--- config.mk ---
export PLATFORM = sky130hd
export DESIGN_NAME = seq_divider
export DESIGN_NICKNAME = d
export VERILOG_FILES = /design/src/rtl/seq_divider_pkg.sv /design/src/rtl/divu_core.sv /design/src/rtl/seq_divider.sv
export SDC_FILE = /design/constraint.sdc
export NUM_CORES = 1
export LEC_CHECK = 0
export BUFFER_PORTS_ARGS = -buffer_cell sky130_fd_sc_hd__buf_2
export CELL_PAD_IN_SITES_DETAIL_PLACEMENT = 1
export CELL_PAD_IN_SITES_GLOBAL_PLACEMENT = 1
export CORE_MARGIN = 1
export CORE_UTILIZATION = 44
export DETAILED_ROUTE_END_ITERATION = 16
export PLACE_DENSITY_LB_ADDON = 0.2
export SKIP_LAST_GASP = 1
export SYNTH_ARGS = -nofsm -noshare
export SYNTH_HDL_FRONTEND = slang
export SYNTH_SLANG_ARGS = --single-unit
--- constraint.sdc ---
create_clock -name clk_i -period 3.2 [get_ports clk_i]
set_clock_uncertainty 0.2 [all_clocks]
set_input_delay 0.16 -clock clk_i [delete_from_list [all_inputs] [get_ports clk_i]]
set_output_delay 0.16 -clock clk_i [all_outputs]
set_load 0.01 [all_outputs]
--- src/rtl/seq_divider_pkg.sv ---
// seq_divider_pkg: shared types and helpers for the iterative divider.
//   div_state_t : handshake FSM states (IDLE, CALC, DONE)
//   abs_val     : magnitude of a sign-extended operand, MAX_W bits wide
package seq_divider_pkg;

  // Widest operand the helper handles; callers sign-extend into it and
  // size-cast the result back down to their own width.
  localparam int MAX_W = 64;

  typedef enum logic [1:0] {IDLE, CALC, DONE} div_state_t;

  // |x| for two's-complement x when is_signed, x unchanged otherwise.
  // |MIN| wraps to 2^(W-1), which is exactly the unsigned magnitude wanted
  // once truncated back to W bits.
  function automatic logic [MAX_W-1:0] abs_val(input logic [MAX_W-1:0] x,
                                               input logic             is_signed);
    return (is_signed && x[MAX_W-1]) ? -x : x;
  endfunction

endpackage

--- src/rtl/divu_core.sv ---
// divu_core: unsigned restoring radix-2 divider, one quotient bit per clock.
//   clk_i, rst_i : clock, async active-high reset
//   start_i      : one-cycle pulse, loads num_i / den_i and clears the counter
//   num_i, den_i : dividend / divisor magnitudes
//   done_o       : high once all WIDTH iterations are complete
//   quo_o, rem_o : quotient / remainder magnitudes (valid while done_o)
module divu_core #(
  parameter int WIDTH = 16
) (
  input  logic             clk_i,
  input  logic             rst_i,
  input  logic             start_i,
  input  logic [WIDTH-1:0] num_i,
  input  logic [WIDTH-1:0] den_i,
  output logic             done_o,
  output logic [WIDTH-1:0] quo_o,
  output logic [WIDTH-1:0] rem_o
);

  localparam int                CNT_W = $clog2(WIDTH + 1);
  localparam logic [CNT_W-1:0] LAST  = CNT_W'(WIDTH);

  logic             busy_q, busy_d;
  logic [CNT_W-1:0] cnt_q,  cnt_d;
  logic [WIDTH-1:0] prem_q, prem_d;  // settled remainder is always < divisor
  logic [WIDTH-1:0] quo_q,  quo_d;   // numerator bits shift out, quotient bits shift in
  logic [WIDTH-1:0] den_q,  den_d;
  logic [WIDTH:0]   shifted, diff;   // WIDTH+1-bit working partial remainder

  always_comb begin
    busy_d  = busy_q;
    cnt_d   = cnt_q;
    prem_d  = prem_q;
    quo_d   = quo_q;
    den_d   = den_q;
    shifted = {prem_q, quo_q[WIDTH-1]};
    diff    = shifted - {1'b0, den_q};
    if (start_i) begin
      busy_d = 1'b1;
      cnt_d  = '0;
      prem_d = '0;
      quo_d  = num_i;
      den_d  = den_i;
    end else if (busy_q) begin
      if (cnt_q == LAST) begin
        busy_d = 1'b0;
      end else begin
        // diff[WIDTH] is the borrow: restore (keep shifted) when it is set.
        prem_d = diff[WIDTH] ? shifted[WIDTH-1:0] : diff[WIDTH-1:0];
        quo_d  = {quo_q[WIDTH-2:0], ~diff[WIDTH]};
        cnt_d  = cnt_q + CNT_W'(1);
      end
    end
  end

  always_ff @(posedge clk_i or posedge rst_i) begin
    if (rst_i) begin
      busy_q <= 1'b0;
      cnt_q  <= '0;
      prem_q <= '0;
      quo_q  <= '0;
      den_q  <= '0;
    end else begin
      busy_q <= busy_d;
      cnt_q  <= cnt_d;
      prem_q <= prem_d;
      quo_q  <= quo_d;
      den_q  <= den_d;
    end
  end

  assign done_o = busy_q && (cnt_q == LAST);
  assign quo_o  = quo_q;
  assign rem_o  = prem_q;

endmodule

--- src/rtl/seq_divider.sv ---
// seq_divider: iterative signed/unsigned integer divider with valid/ready
// handshakes on operand and result sides.
//   clk_i, rst_i                        : clock, async active-high reset
//   valid_i, ready_o                    : operand handshake (ready_o = IDLE)
//   signed_i, numerator_i, denominator_i: operands, sampled at accept
//   valid_o, ready_i                    : result handshake (valid_o = DONE)
//   quotient_o, remainder_o             : registered result
//   div_by_zero_o, overflow_o           : registered special-case flags
module seq_divider #(
  parameter int WIDTH = 16
) (
  input  logic             clk_i,
  input  logic             rst_i,
  input  logic             valid_i,
  output logic             ready_o,
  input  logic             signed_i,
  input  logic [WIDTH-1:0] numerator_i,
  input  logic [WIDTH-1:0] denominator_i,
  output logic             valid_o,
  input  logic             ready_i,
  output logic [WIDTH-1:0] quotient_o,
  output logic [WIDTH-1:0] remainder_o,
  output logic             div_by_zero_o,
  output logic             overflow_o
);
  import seq_divider_pkg::*;

  localparam logic [WIDTH-1:0] MIN_VAL = {1'b1, {(WIDTH-1){1'b0}}};

  div_state_t       state_q, state_d;
  logic             spc_q, spc_d;          // special case: skip the datapath
  logic             quo_neg_q, quo_neg_d;
  logic             rem_neg_q, rem_neg_d;
  logic [WIDTH-1:0] quotient_q, quotient_d;
  logic [WIDTH-1:0] remainder_q, remainder_d;
  logic             dbz_q, dbz_d;
  logic             ovf_q, ovf_d;

  logic             is_dbz, is_ovf;
  logic [WIDTH-1:0] num_mag, den_mag;
  logic             core_start, core_done;
  logic [WIDTH-1:0] core_quo, core_rem;

  assign is_dbz  = (denominator_i == '0);
  assign is_ovf  = signed_i && (numerator_i == MIN_VAL) && (denominator_i == '1);
  assign num_mag = WIDTH'(abs_val(MAX_W'($signed(numerator_i)), signed_i));
  assign den_mag = WIDTH'(abs_val(MAX_W'($signed(denominator_i)), signed_i));

  divu_core #(.WIDTH(WIDTH)) u_core (
    .clk_i   (clk_i),
    .rst_i   (rst_i),
    .start_i (core_start),
    .num_i   (num_mag),
    .den_i   (den_mag),
    .done_o  (core_done),
    .quo_o   (core_quo),
    .rem_o   (core_rem)
  );

  always_comb begin
    state_d     = state_q;
    spc_d       = spc_q;
    quo_neg_d   = quo_neg_q;
    rem_neg_d   = rem_neg_q;
    quotient_d  = quotient_q;
    remainder_d = remainder_q;
    dbz_d       = dbz_q;
    ovf_d       = ovf_q;
    core_start  = 1'b0;
    case (state_q)
      IDLE: begin
        if (valid_i) begin
          // Every accept passes through CALC so special cases still see one
          // cycle of latency; their result is loaded here while valid_o is
          // low, so CALC only has to wait a single edge before DONE.
          state_d    = CALC;
          spc_d      = is_dbz || is_ovf;
          quo_neg_d  = signed_i && (numerator_i[WIDTH-1] ^ denominator_i[WIDTH-1]);
          rem_neg_d  = signed_i && numerator_i[WIDTH-1];
          core_start = !(is_dbz || is_ovf);
          if (is_dbz) begin
            quotient_d  = '1;
            remainder_d = numerator_i;
            dbz_d       = 1'b1;
            ovf_d       = 1'b0;
          end else if (is_ovf) begin
            quotient_d  = MIN_VAL;
            remainder_d = '0;
            dbz_d       = 1'b0;
            ovf_d       = 1'b1;
          end
        end
      end
      CALC: begin
        if (spc_q) begin
          state_d = DONE;
        end else if (core_done) begin
          state_d     = DONE;
          quotient_d  = quo_neg_q ? -core_quo : core_quo;
          remainder_d = rem_neg_q ? -core_rem : core_rem;
          dbz_d       = 1'b0;
          ovf_d       = 1'b0;
        end
      end
      DONE: begin
        if (ready_i) state_d = IDLE;
      end
      default: state_d = IDLE;
    endcase
  end

  always_ff @(posedge clk_i or posedge rst_i) begin
    if (rst_i) begin
      state_q     <= IDLE;
      spc_q       <= 1'b0;
      quo_neg_q   <= 1'b0;
      rem_neg_q   <= 1'b0;
      quotient_q  <= '0;
      remainder_q <= '0;
      dbz_q       <= 1'b0;
      ovf_q       <= 1'b0;
    end else begin
      state_q     <= state_d;
      spc_q       <= spc_d;
      quo_neg_q   <= quo_neg_d;
      rem_neg_q   <= rem_neg_d;
      quotient_q  <= quotient_d;
      remainder_q <= remainder_d;
      dbz_q       <= dbz_d;
      ovf_q       <= ovf_d;
    end
  end

  assign ready_o       = (state_q == IDLE);
  assign valid_o       = (state_q == DONE);
  assign quotient_o    = quotient_q;
  assign remainder_o   = remainder_q;
  assign div_by_zero_o = dbz_q;
  assign overflow_o    = ovf_q;

endmodule

==> summary.md <==
| Metric | Value |
|---|---|
| DRT Pass-1 Iters | 10 |
| FF/Latch Area | between 0.002 and 0.0025 sq mm |
| Worst slew pin tran | 0.830 ns |
| Post-detailed-route wirelength per cell | 19.6 um |
| Place WS | between 0.2 and 0.25 ns |
| Post-synthesis async set-or-reset flop share | 1.00 |
| Initial antenna violation count | 0 |
| Switching share of power | 0.458 |
| Root Driver | clkbuf_16 |
| Largest net degree at the start of global routing | 63 |
| Met3 GRT Util | 0.0376 |
| Post-CTS sizing | 0 |
| Dpl cell area | 0.00692 sq mm |
| Crit start category | register |
| Setup TNS | 0 ns |
| Commonest non-fill, non-tap cells in the layout | nand2_1 (107), nor2_1 (106), dfrtp_1 (93) |
| Comb pwr share | 0.583 |
| Period minus WS final | 2.99 ns |
| I/O pins | 73 |
| Commonest non-fill, non-tap cell in the layout | nand2_1 |
| Endpoints failing setup | 0 |
| Setup WS post-layout | slightly above 0.2 ns |
| Top Usage Layer GRT | met2 |
| Clk slew on worst S/H paths | 0.06 ns |
| CTS Buffer Depth | 2 |
| Clock Sinks | 93 |
| Fillers | 1704 |
| Yosys cell types | 58 |
| Vias per cell | 5.78 |
| Final-report hold violation count | 0 |
| Min-delay worst type | in2reg |
| P_leak | 3.41 nW |
| RePlAce Congestion | about 0.87 |
| Worst EP arrival | 3.05 ns |
| Run status | finished, violations left |
| Final Routed Wirelength | 20.3 mm |
| Net switching power | 0.00351 W |
| Clock Latency Late Sink | 0.35 ns |
| Slowest cell on crit path | fa_1 |
| Vias in the first global route | between 6000 and 7000 |
| CP max stage delay | 0.42 ns |
| Placed insts | 1003 |
| Worst relative slew slack | 0.447 |
| Internal power | 0.00415 W |
| Overall global routing resource usage | 0.290 |
| Clock H-tree levels | 3 |
| DIE AREA | 0.0147 sq mm |
| Share of cells above drive strength 1 | 0.148 |
| Failing checks | DRC |
| Nets | between 900 and 1000 |
| MaxCap Viol Count | 0 |
| Part of the cycle the worst path needs | 0.936 |
| Total CTS buffers | 9 |
| Worst EP required | 3.26 ns |
| #FFs+latches synth | 93 |
| DRC | 2 |
| Top FF cell, synth | dfrtp_1 |
| Post-route cell area | around 0.0074 sq mm |
| Peak supply drop | 0.000596 V |
| Syn_nets | 824 |
| Critical path class | reg2reg |
| GR Util met1 | 0.353 |
| GR Util met2 | 0.487 |
| Remaining global-route overflow | 0 |
| Mapped Area | 0.00624 sq mm |
| Post-route ant nets | 0 |
| Max-slew violations | 0 |
| DP HPWL | 15.1 mm |
| Core ar. | 0.0139 sq mm |
| Sequential power share | 0.274 |
| Endpoint class of the critical path | register |
| Yosys warnings | 0 |
| # rows | 43 |
| Buffers added on ports | 72 |
| Mapped Avg Cell Area | 8.18 sq um |
| Number of synthesized flops with an enable pin | 0 |
| Seq/Total Area, Yosys | 0.373 |
| Power density over cell area | approximately 1000 mW/mm^2 |
| Achievable frequency | between 300 and 400 MHz |
| Crit-path cells | inv_1 -> ha_1 -> fa_1 -> nand2b_1 -> a21oi_1 -> o21ai_0 -> o21a_1 -> o211a_1 -> buf_4 -> mux2i_1 -> a211oi_1 |
| RSZ-0062 raised after global routing | no |
| Area Growth Syn to Fin | 18.5% |
| Die Span Y | 121 um |
| DR vias | 6000 |
| Crit Path Max Fanout | 8 |
| DRT iter0 DRCs | 412 |
| Initial cell density of the core | 0.450 |
| Clock network fraction of total power | 0.143 |
| First-pass GRT wire length | 32.6 mm |
| # diodes | 0 |
| Final std cells w/o fill | roughly 1000 |
| Post-Syn Instances | between 700 and 800 |
| Final Power | 0.00767 W |
| Die Width | 121 um |
| Multi-input logic area | 0.00363 sq mm |
| TritonCTS clock tree | done |
[power groups by stage]
stage / clock network [W] / registers (W) / logic [W]
6_report: 0.00110 / 0.00210 / 0.00447
5_1_grt: 0.00115 / 0.00216 / 0.00495
4_1_cts: 0.00111 / 0.00210 / 0.00446
3_5_place_dp: 0 / 0.00211 / 0.00439
3_3_place_gp: 0 / 0.00207 / 0.00421
2_1_floorplan: 0 / 0.00198 / 0.00315
[cells by family after synthesis]
kind of cell / Yosys count / share of synthesized area
flip-flops: 93 / 0.373
AO/OA/AOI/OAI: 194 / 0.192
AND/OR/NAND/NOR: 295 / 0.216
XOR/XNOR: 71 / 0.0996
buffers and inverters: 72 / 0.0471
multiplexers: 14 / 0.0226
adder cells (fa/ha/maj): 24 / 0.0493
[state kept, by name (all words and copies together) (netlist names)]
signal         count
quo_neg_q          1
spc_q              1
u_core.cnt_q       5
u_core.rem_o      16
rem_neg_q          1
state_q            2
overflow_o         1
div_by_zero_o      1
remainder_o       16
u_core.den_q      16
u_core.quo_o      16
u_core.busy_q      1
quotient_o        16
[final timing paths]
kind / from / endpoint / slack (ns) / depth (start not counted)
min in group asynchronous: rst_i / u_core.cnt_q[4] / 0.33 / 3
max: u_core.quo_o[15] / u_core.rem_o[6] / 0.21 / 11
max reg2reg: u_core.quo_o[15] / u_core.rem_o[6] / 0.21 / 11
min: denominator_i[0] / u_core.den_q[0] / 0.005 / 3
max in group asynchronous: rst_i / remainder_o[11] / 1.77 / 4
min reg2reg: quotient_o[2] / quotient_o[2] / 0.27 / 2
[stage by stage]
stage | util | hold slack (ns)
global route | 0.533 | 0.0178
detailed placement | 0.498 | 0.184
finish | 0.533 | 0.00511
global placement | 0.498 | 0.173
floorplan | - | 0.0927
CTS | 0.533 | 0.000121
[what timing repair did]
item,4_1_cts,5_1_grt
setup endpoints to repair,0,0
buffers inserted,0,0
hold endpoints to repair,79,0
hold buffers,19,0
[critical path, delay by kind of cell (launching register included)]
family | cells | cell delay [ns]
AO/OA/AOI/OAI | 5 | 1.04
adder cells (fa/ha/maj) | 2 | 0.65
flip-flops | 1 | 0.38
buffers and inverters | 2 | 0.29
AND/OR/NAND/NOR | 1 | 0.21
multiplexers | 1 | 0.13
[Yosys cell counts (all sizes together) (3+ instances only)]
master  count  share of area
inv        31          0.019
o31ai      13          0.016
a21o        5         0.0060
o21a        4         0.0048
and2        4         0.0040
o21ai      58          0.046
o211ai      5         0.0060
a211oi     15          0.018
xor2       28          0.039
a221oi      7         0.0098
clkbuf     27          0.016
a31oi      23          0.023
ha         23          0.046
nand2     107          0.064
dfrtp      93           0.37
or4         8          0.010
nor4b       3         0.0042
xnor2      43          0.060
a21oi      49          0.039
o41ai       4         0.0068
nor4        7         0.0094
nor2      106          0.064
nand3       6         0.0048
and3        4         0.0040
mux2i      13          0.021
nor3       11         0.0096
or3         5         0.0050
nor2b       6         0.0060
nand2b     10          0.010
buf        14          0.012
nand4       9         0.0090
[layout make-up]
type	count	area share
clock buffers	13	0.0338
clock inverters	3	0.00609
inverters	31	0.0161
multi-input cells	598	0.490
flip-flops and latches	93	0.314
well taps	180	0.0304
repair buffers	120	0.109
[routing by layer]
layer | part of all wire | wire (um)
met2 | 0.49 | 9850
met3 | 0.026 | 535
met1 | 0.43 | 8800
met5 | 0 | 0
met4 | 0.054 | 1100
Power figures use the tool's default switching activity.
